**config.mk**
```make
export PLATFORM = sky130hd
export DESIGN_NAME = dma_dev_port
export DESIGN_NICKNAME = d
export VERILOG_FILES = /design/src/rtl/dma_dev_port.sv
export SDC_FILE = /design/constraint.sdc
export NUM_CORES = 1
export LEC_CHECK = 0
export BUFFER_PORTS_ARGS = -buffer_cell sky130_fd_sc_hd__buf_4
export CORE_MARGIN = 2
export CORE_UTILIZATION = 48
export DETAILED_ROUTE_END_ITERATION = 7
export GPL_TIMING_DRIVEN = 0
export PLACE_DENSITY = 0.74
export SETUP_SLACK_MARGIN = 0.4
export SLEW_MARGIN = 20
export SYNTH_ARGS = -nofsm -noshare
export SYNTH_HDL_FRONTEND = slang
export SYNTH_SLANG_ARGS = --single-unit
```
**constraint.sdc**
```tcl
create_clock -name clk -period 3.6 [get_ports clk]
set_clock_uncertainty 0.2 [all_clocks]
set_input_delay 0.18 -clock clk [delete_from_list [all_inputs] [get_ports clk]]
set_output_delay 0.18 -clock clk [all_outputs]
set_load 0.005 [all_outputs]
```
**src/rtl/dma_dev_port.sv**
```systemverilog
// Device-side port for dma_controller: turns a local command plus word streams into the
// controller's rqst/dev_ack/dma_ack/end_flag handshake through a shared 2-entry FIFO.
module dma_dev_port #(
    parameter int unsigned ADD_LEN  = 16,
    parameter int unsigned DATA_LEN = 16
) (
    input  logic                clk,
    input  logic                reset,
    input  logic                cmd_valid,
    output logic                cmd_ready,
    input  logic                cmd_rd_wr,
    input  logic [ADD_LEN:0]    cmd_addr,
    input  logic [ADD_LEN-1:0]  cmd_words,
    input  logic [DATA_LEN-1:0] src_data,
    input  logic                src_valid,
    output logic                src_ready,
    output logic [DATA_LEN-1:0] snk_data,
    output logic                snk_valid,
    input  logic                snk_ready,
    output logic                busy,
    output logic                done,
    output logic                err,
    output logic                rqst,
    output logic                rd_wr,
    output logic [ADD_LEN:0]    start_addr,
    output logic [ADD_LEN-1:0]  num_words,
    output logic                dev_ack,
    output logic [DATA_LEN-1:0] dev_in,
    input  logic                dma_ack,
    input  logic [DATA_LEN-1:0] dev_out,
    input  logic                end_flag
);

    typedef enum logic [1:0] {StIdle, StReq, StXfer, StFin} state_e;

    state_e              state_q, state_d;
    logic                rd_wr_q, rd_wr_d;
    logic [ADD_LEN:0]    addr_q, addr_d;
    logic [ADD_LEN-1:0]  words_q, words_d;
    logic [ADD_LEN-1:0]  xfer_cnt_q, xfer_cnt_d;
    logic [ADD_LEN-1:0]  fetched_q, fetched_d;
    logic                fault_q, fault_d;
    logic [1:0]          occ_q, occ_d;
    logic [DATA_LEN-1:0] mem0_q, mem0_d, mem1_q, mem1_d;

    logic                in_xfer, active;
    logic                push, pop, overflow, underflow;
    logic [DATA_LEN-1:0] push_data;

    assign in_xfer    = (state_q == StXfer);
    assign active     = (state_q == StReq) || in_xfer;
    assign cmd_ready  = (state_q == StIdle);
    assign busy       = (state_q != StIdle);
    assign rqst       = active;
    assign rd_wr      = rd_wr_q;
    assign start_addr = addr_q;
    assign num_words  = words_q;
    assign snk_data   = mem0_q;
    assign dev_in     = mem0_q;

    assign snk_valid = rd_wr_q && busy && (occ_q != 2'd0);
    assign src_ready = !rd_wr_q && active && ((occ_q != 2'd2) || dma_ack)
                       && (fetched_q < words_q);

    // Read: room for the word the DMA may still send. Write: a word is on dev_in next cycle.
    always_comb begin
        dev_ack = 1'b0;
        if (in_xfer) begin
            if (rd_wr_q) dev_ack = (occ_q == 2'd0) || ((occ_q == 2'd1) && snk_ready);
            else         dev_ack = (occ_q == 2'd2) || ((occ_q == 2'd1) && !dma_ack);
        end
    end

    assign done = (state_q == StFin) && (!rd_wr_q || (occ_q == 2'd0));
    assign err  = done && ((xfer_cnt_q != words_q) || fault_q);

    assign push      = rd_wr_q ? (in_xfer && dma_ack) : (src_valid && src_ready);
    assign pop       = rd_wr_q ? (snk_valid && snk_ready)
                               : (in_xfer && dma_ack && (occ_q != 2'd0));
    assign push_data = rd_wr_q ? dev_out : src_data;
    assign overflow  = push && !pop && (occ_q == 2'd2);
    assign underflow = !rd_wr_q && in_xfer && dma_ack && (occ_q == 2'd0);

    always_comb begin
        mem0_d = mem0_q;
        mem1_d = mem1_q;
        occ_d  = occ_q;
        if (pop) begin
            mem0_d = mem1_q;
            occ_d  = occ_q - 2'd1;
        end
        if (push && (occ_d != 2'd2)) begin
            if (occ_d == 2'd0) mem0_d = push_data;
            else               mem1_d = push_data;
            occ_d = occ_d + 2'd1;
        end
        // Leftover prefetched words are dropped when the transfer closes.
        if (done) occ_d = 2'd0;
    end

    always_comb begin
        state_d    = state_q;
        rd_wr_d    = rd_wr_q;
        addr_d     = addr_q;
        words_d    = words_q;
        xfer_cnt_d = xfer_cnt_q;
        fetched_d  = fetched_q;
        fault_d    = fault_q;
        if (push && !rd_wr_q) fetched_d = fetched_q + ADD_LEN'(1);
        if (overflow || underflow) fault_d = 1'b1;
        unique case (state_q)
            StIdle: begin
                if (cmd_valid) begin
                    rd_wr_d    = cmd_rd_wr;
                    addr_d     = cmd_addr;
                    words_d    = cmd_words;
                    xfer_cnt_d = '0;
                    fetched_d  = '0;
                    fault_d    = 1'b0;
                    state_d    = StReq;
                end
            end
            StReq: state_d = StXfer;
            StXfer: begin
                if (dma_ack)  xfer_cnt_d = xfer_cnt_q + ADD_LEN'(1);
                if (end_flag) state_d = StFin;
            end
            StFin: begin
                if (done) state_d = StIdle;
            end
            default: state_d = StIdle;
        endcase
    end

    always_ff @(posedge clk or posedge reset) begin
        if (reset) begin
            state_q    <= StIdle;
            rd_wr_q    <= 1'b0;
            addr_q     <= '0;
            words_q    <= '0;
            xfer_cnt_q <= '0;
            fetched_q  <= '0;
            fault_q    <= 1'b0;
            occ_q      <= 2'd0;
            mem0_q     <= '0;
            mem1_q     <= '0;
        end else begin
            state_q    <= state_d;
            rd_wr_q    <= rd_wr_d;
            addr_q     <= addr_d;
            words_q    <= words_d;
            xfer_cnt_q <= xfer_cnt_d;
            fetched_q  <= fetched_d;
            fault_q    <= fault_d;
            occ_q      <= occ_d;
            mem0_q     <= mem0_d;
            mem1_q     <= mem1_d;
        end
    end

endmodule
```
==> summary.txt, run 1 <==
Global routing
  • Largest net degree at the start of global routing: 80
  • Busiest grt layer: met2
  • Met1 layer usage reported by global route: roughly a third
  • Global-route wire length before repair: 25430 um
  • Grt met3 use: 4.266%
  • GRT Resource Usage Total: 25.02%
  • Vias in the first global route: between 5000 and 6000
  • Initial antenna violation count: 0
  • Remaining global-route overflow: 0
  • Met2 usage: 43.86%

Yosys
  • Seq/Total Area, Yosys: 45.84%
  • Netlist cell types: 51
  • Cell taking the most area after synthesis: dfrtp_1
  • Post-synth top cells: dfrtp_1, nand2_1, mux2i_1, xor2_1, nor2_1
  • FFs w/ async S/R, synth: between 90% and 100%
  • Yosys warning total: 0
  • Post-synth EDFFs: 0
  • Syn Nets: 674
  • Synth Instances: around 580
  • Mapped cell area: 5623 sq um
  • Synth top area share: 45.84%
  • Synth area leaders: dfrtp_1, mux2i_1, nand2_1, ha_1, xor2_1
  • Mean Syn Cell Area: 9.762 sq um
  • Most frequent cell after synthesis: dfrtp_1
  • Seq cells post-synth: 103
  • Most used flip-flop cell after synthesis: dfrtp_1

Layout
  • Multi-input logic area: 2719 sq um
  • Final Util: 68.85%
  • Register area: 2577 sq um
  • Area delta synth->final: 39.81%
  • Share of cells above drive strength 1: 25.50%
  • Fillers: 888
  • Nets: 889
  • Antenna diodes: 0

Min path
  • Worst min path class: in -> reg

Timing
  • Max Freq: roughly 330 MHz
  • Crit share post-route: a little over four fifths
  • Setup Viol. Count Final: 0
  • Fin. Hold Viols: 1
  • RSZ-0062 raised after global routing: false
  • Minimum clock period: 3008 ps
  • Final Slew Violations: 0
  • Fin Hold WS: -0.3761 ps
  • Rel. slew slack: 54.00%
  • Worst Tran Pin Value: 689.9 ps

Floorplanning
  • Core ar.: 11420 sq um
  • DIE AREA: about 13000 sq um
  • Ports: 147
  • Die height: ~110 um
  • # rows: 39
  • Initial cell density of the core: 49.24%
  • Die width: 112.2 um

Drt
  • Initial DRT Pass Iterations: 4
  • Vias per Instance: about 5.4
  • Via Count: 5028
  • Final ANT Viol Nets: 0
  • DRC: 0
  • Initial DRC Count: roughly 220
  • Drt total wl: 15640 um
  • WL/cell: 16.65 um

Critical path
  • CP Buf/Inv Count: 5
  • WP data required: ~3700 ps
  • Slowest stage delay, CP: 380 ps
  • Critical path peak fanout: 11
  • Worst-path cell chain: inv_1 -> ha_1 -> clkbuf_2 -> nand3b_1 -> a21oi_4 -> xnor2_4 -> buf_2 -> ha_1 -> nor3b_2 -> buf_4 -> buf_6 -> mux2i_1
  • Critical path arrival: between 3000 and 4000 ps
  • Startpoint Class: flip-flop
  • Cell family with most CP delay: buffers and inverters
  • Critical path class: reg -> reg
  • Most numerous cell on the critical path: ha_1
  • Worst path slowest cell: dfrtp_1
  • Endpoint class of the critical path: flip-flop

CTS
  • Max clock buf depth: 2
  • Clk_lat worst skew: 350 ps
  • Post-CTS Setup Inserts: 0
  • Clock tree sinks: just over 100
  • Cts bufs inserted: 9
  • H-tree depth: 3
  • Clock-pin slew on the worst setup and hold paths: about 70 ps
  • CTS tree: built
  • Root Driver: clkbuf_16

Job
  • Max-cap violations: 0

Place
  • Gpl congestion: 0.8639
  • Post-DP HPWL: 10750 um
  • IO buf count: 146

Status
  • Failing checks: hold timing
  • Status: finished, violations left

Power
  • Peak VDD IR: 0.0004628 V
  • Power Total: roughly 5800 uW
  • P_leak: 0.003823 uW
  • Pwr Density: between 700 and 800 nW/um^2
-- through the flow --
stage	area, sq um	setup WS, ps	setup TNS [ps]	cells	hold WS [ps]
after CTS	7834	434.8	0	939	1.104
after global placement	6898	-666.7	-67870	865	168.9
after floorplan	5623	516.2	0	576	85.44
final	7861	591.8	0	939	-0.3761
after global routing	7861	412.8	0	939	8.594
after detailed placement	6930	160.9	0	866	-52.61
-- registers in the layout, summed over array words and instances, names as in the netlist --
register	count
num_words	16
dev_in	16
start_addr	17
occ_q	2
fetched_q	16
rd_wr	1
fault_q	1
state_q	2
xfer_cnt_q	16
mem1_q	16
-- report_power, final --
group / total [uW] / internal (uW) / leakage [uW] / switching, uW
clock: 1060 / 629 / 0.000156 / 429
sequential: 1900 / 1560 / 0.00133 / 345
combinational: 2820 / 1400 / 0.00233 / 1420
-- layer usage --
layer	part of all wire (%)	vias up
li1	-	2417
met1	42	2409
met2	50	172
met3	5.3	30
met4	2.5	0
met5	0	-
-- final timing paths --
| check | startpoint | to | slack, ps | depth (start not counted) |
|---|---|---|---|---|
| min in group asynchronous | reset | start_addr[0] | 130 | 3 |
| max in group asynchronous | reset | fetched_q[13] | 2400 | 4 |
| worst min register to register | start_addr[2] | start_addr[2] | 280 | 2 |
| worst min-delay path | dev_out[0] | dev_in[0] | -0.4 | 3 |
| worst max-delay path | state_q[0] | dev_in[11] | 590 | 12 |
| worst max register to register | state_q[0] | dev_in[11] | 590 | 12 |
-- tightest hold or removal path: cells and delay by family --
family | cells | cell delay, ps
muxes | 2 | 230
buffers and inverters | 1 | 80
-- cell families after synthesis --
group / count (synthesis) / synth area share (%)
buf+inv: 72 / 6.342
fa+ha+maj: 25 / 5.563
simple gates: 194 / 16.82
xor+xnor: 33 / 5.140
mux: 52 / 9.279
flops: 103 / 45.84
compound gates: 97 / 11.01
-- cell type report --
| class | count | area share, % |
|---|---|---|
| repair buffers | 204 | 21.55 |
| plain buffers | 45 | 3.326 |
| flip-flops and latches | 103 | 32.79 |
| multi-input cells | 401 | 34.59 |
| clock buffers | 11 | 3.088 |
| inverters | 27 | 1.353 |
| well taps | 143 | 2.276 |
| clock inverters | 5 | 1.035 |
-- cell usage in the layout, fill, tap and decap left out, types with 10 or more instances in the layout --
master and n:
buf_4 164, o21ai_0 18, o31ai_1 21, dfrtp_1 103
nand3_1 10, clkbuf_1 17, o21ai_1 20, ha_1 25
a21oi_1 16, nor2_1 27, nand2_1 97, nand4_1 11
inv_1 25, dlygate4sd3_1 57, xor2_1 31, mux2i_1 51
-- what timing repair did --
action | CTS | global route
hold endpoints to repair | 150 | 0
resized for setup | 2 | 10
hold buffers | 57 | 0
pin swaps | 0 | 1
setup endpoints to repair | 17 | 15
No activity file was read; power rests on OpenSTA's default activity.
==> inputs of run 2 (changes only) <==
--- a/config.mk
+++ b/config.mk
@@ -10,7 +10,7 @@
 export CORE_UTILIZATION = 48
 export DETAILED_ROUTE_END_ITERATION = 7
 export GPL_TIMING_DRIVEN = 0
-export PLACE_DENSITY = 0.74
+export PLACE_DENSITY = 0.77
 export SETUP_SLACK_MARGIN = 0.4
 export SLEW_MARGIN = 20
 export SYNTH_ARGS = -nofsm -noshare
==> constraint.sdc (replaced) <==
create_clock -name clk -period 2.58 [get_ports clk]
set_clock_uncertainty 0.2 [all_clocks]
set_input_delay 0.129 -clock clk [delete_from_list [all_inputs] [get_ports clk]]
set_output_delay 0.129 -clock clk [all_outputs]
set_load 0.005 [all_outputs]
==> run 2 against run 1 <==
The flow finishes with violations (setup timing). Register-to-register slack got worse by 650 ps. Sequential power up 38%. Routed wire length rose by 30%.
==> summary.txt, run 2 (synthesis gave the netlist of run 1 again) <==
CTS
  • H-tree depth: 3 (unchanged)
  • Cts bufs inserted: 9 (unchanged)
  • Max clock buf depth: 2 (unchanged)
  • CTS tree: built
  • Clock-pin slew on the worst setup and hold paths: 60 ps (about the same)
  • Root Driver: clkbuf_16
  • Clock tree sinks: 103 (unchanged)
  • Clk_lat worst skew: 370 ps (+20 ps)

Layout
  • Max reg flops: 17 (unchanged)
  • Final Util: 80.28% (+11 points)
  • Commonest non-fill, non-tap cell in the layout: buf_4
  • Area delta synth->final: 63.02%
  • Nets: 964 (+8.4%)
  • Most frequent cells in the layout: buf_4, dfrtp_1, nand2_1
  • Share of cells above drive strength 1: 41.15% (+16 points)
  • Antenna diodes: 0 (unchanged)

Drt
  • WL/cell: 20.05 um (+20%)
  • Drt total wl: 20310 um (+30%)
  • Final ANT Viol Nets: 0 (unchanged)
  • DRC: 0 (unchanged)
  • Initial DRT Pass Iterations: 5 (+1)
  • Vias per Instance: 5.744 (+7.3%)
  • Via Count: 5819 (+16%)
  • Initial DRC Count: 580 (+170%)

Status
  • Status: finished, violations left
  • Failing checks: setup timing

Global routing
  • Global-route wire length before repair: 28760 um (+13%)
  • Largest net degree at the start of global routing: 34 (-57%)
  • GRT Resource Usage Total: 28.61% (+3.6 points)
  • Vias in the first global route: 5805 (+11%)
  • Remaining global-route overflow: 0 (unchanged)
  • Initial antenna violation count: 0 (unchanged)

Critical path
  • Critical path arrival: 2720 ps (-350 ps)
  • Worst R2R Setup Slack: -60 ps (-650 ps)
  • Slowest stage delay, CP: 380 ps (about the same)
  • R2r endpoint: dev_in[8]
  • WP data required: 2660 ps (-1000 ps)
  • Endpoint class of the critical path: flip-flop
  • Critical path class: reg -> reg
  • Worst path slowest cell: dfrtp_1
  • Startpoint Class: flip-flop
  • Reg2Reg Depth: 13 (+1)
  • FF-to-FF Start: state_q[0]
  • Worst-path cell chain: inv_2 -> ha_4 -> buf_8 -> nand3b_1 -> a21oi_2 -> buf_4 -> xnor2_4 -> buf_8 -> ha_4 -> nor3b_4 -> buf_6 -> buf_16 -> mux2i_1
  • Critical path peak fanout: 5 (-6)

Place
  • Gpl congestion: 0.8457 (-2.1%)
  • Setup slack at placement: -275.4 ps (-436.4 ps)
  • IO buf count: 146 (unchanged)
  • Post-DP HPWL: 11020 um (+2.5%)

Job
  • Max-cap violations: 0 (unchanged)

Power
  • Power Total: 9693 uW (+68%)
  • Clock power frac: 14.3% (-4.0 points)
  • Pwr Density: 1057 nW/um^2 (+44%)
  • P_leak: 0.004338 uW (+13%)
  • Internal power: 5868 uW (+64%)
  • Switching Fraction: 39.47% (+1.4 points)
  • Switching power: 3825 uW (+74%)
  • Peak VDD IR: 0.0008521 V (+84%)
  • Flop pwr share: 27.1% (-5.8 points)
  • Comb pwr share: 58.6% (+9.8 points)

Min path
  • Hold_sp: dma_ack
  • Worst Hold End: fault_q
  • Hold path cells: 3 (unchanged)
  • Worst min path class: in -> reg

Timing
  • Setup Viol. Count Final: 16 (+16)
  • Minimum clock period: 2641 ps (-367.6 ps)
  • Worst Tran Pin Value: 442.6 ps (-247.3 ps)
  • Final worst slack: -60.58 ps (-652.4 ps)
  • Fin Hold WS: 17.82 ps (+18.19 ps)
  • Fin. Hold Viols: 0 (-1)
  • RSZ-0062 raised after global routing: true
  • Final Slew Violations: 0 (unchanged)
  • Max Freq: 378.7 MHz (+14%)
  • Crit share post-route: 102.3% (+19 points)
  • Rel. slew slack: 70.41% (+16 points)

Floorplanning
  • Die height: 112.2 um (unchanged)
  • Initial cell density of the core: 49.24% (unchanged)
  • Die width: 112.2 um (unchanged)
  • DIE AREA: 12600 sq um (unchanged)
  • Ports: 147 (unchanged)
  • Core ar.: 11420 sq um (unchanged)
  • # rows: 39 (unchanged)
[run 2: cell count changes in the layout (fill, tap and decap cells not counted), moves of 11 or more]
| cell | before | now |
|---|---|---|
| a21oi_2 | 0 | 11 |
| buf_4 | 164 | 209 |
| clkbuf_1 | 17 | 5 |
| ha_4 | 0 | 12 |
| a21oi_1 | 16 | 4 |
| ha_1 | 25 | 13 |
| buf_6 | 2 | 18 |
[run 2: what timing repair did]
action                                  4_1_cts  5_1_grt
endpoints found under the hold margin       135        0
endpoints found under the setup margin      104      100
hold buffers                                 67        0
gates cloned                                  1        0
gates resized for setup                      44       92
pin swaps                                    22       19
setup buffers                                50       12
[run 2: critical path: cells and delay by family, from the launching register on]
family          cells  cell delay (ps)
buf+inv             6              800
mux                 1              200
simple gates        2              350
fa+ha+maj           2              280
flops               1              380
xor+xnor            1              130
compound gates      1              200
[run 2: how the worst max path moves through the flow]
stage | start | endpoint | slack (ps) | cells past startpoint
after global routing | state_q[1] | dev_in[15] | -140 | 13
final | state_q[0] | dev_in[8] | -60 | 13
after detailed placement | state_q[1] | dev_in[14] | -280 | 12
after global placement | state_q[1] | dev_in[9] | -200 | 12
after floorplan | state_q[1] | dev_in[10] | 20 | 14
after CTS | state_q[0] | dev_in[2] | 20 | 13
[run 2: area by class of cell]
type                    count  area [sq um]
flip-flops and latches    103          2582
plain buffers              45         386.6
clock buffers              12         246.5
well taps                 143         178.9
inverters                  27         107.6
fillers                   601          2252
clock inverters             3         43.79
repair buffers            279          2406
multi-input cells         401          3214
[run 2: layer usage]
| layer | up-vias | wire (um) | track usage, % |
|---|---|---|---|
| li1 | 2570 | - | - |
| met1 | 2818 | 7692 | 35.12 |
| met2 | 339 | 10110 | 48.76 |
| met3 | 92 | 1639 | 7.505 |
| met4 | 0 | 876 | 10.57 |
| met5 | - | 0 | 0 |
[run 2: power by group through the flow]
stage / combinational [uW] / sequential [uW] / clock (uW)
global placement: 3860 / 2650 / 0
CTS: 4920 / 2570 / 1390
detailed placement: 4020 / 2670 / 0
global route: 6020 / 2680 / 1470
floorplan: 2450 / 2580 / 0
finish: 5680 / 2630 / 1380
[run 2: stage by stage]
step / instances / setup TNS, ps / instance area, sq um
after floorplan: 576 / 0 / 5809
after global placement: 865 / -2239 / 7084
after detailed placement: 868 / -3153 / 7144
after CTS: 1001 / 0 / 8728
after global routing: 1013 / -1687 / 9166
final: 1013 / -548.1 / 9166
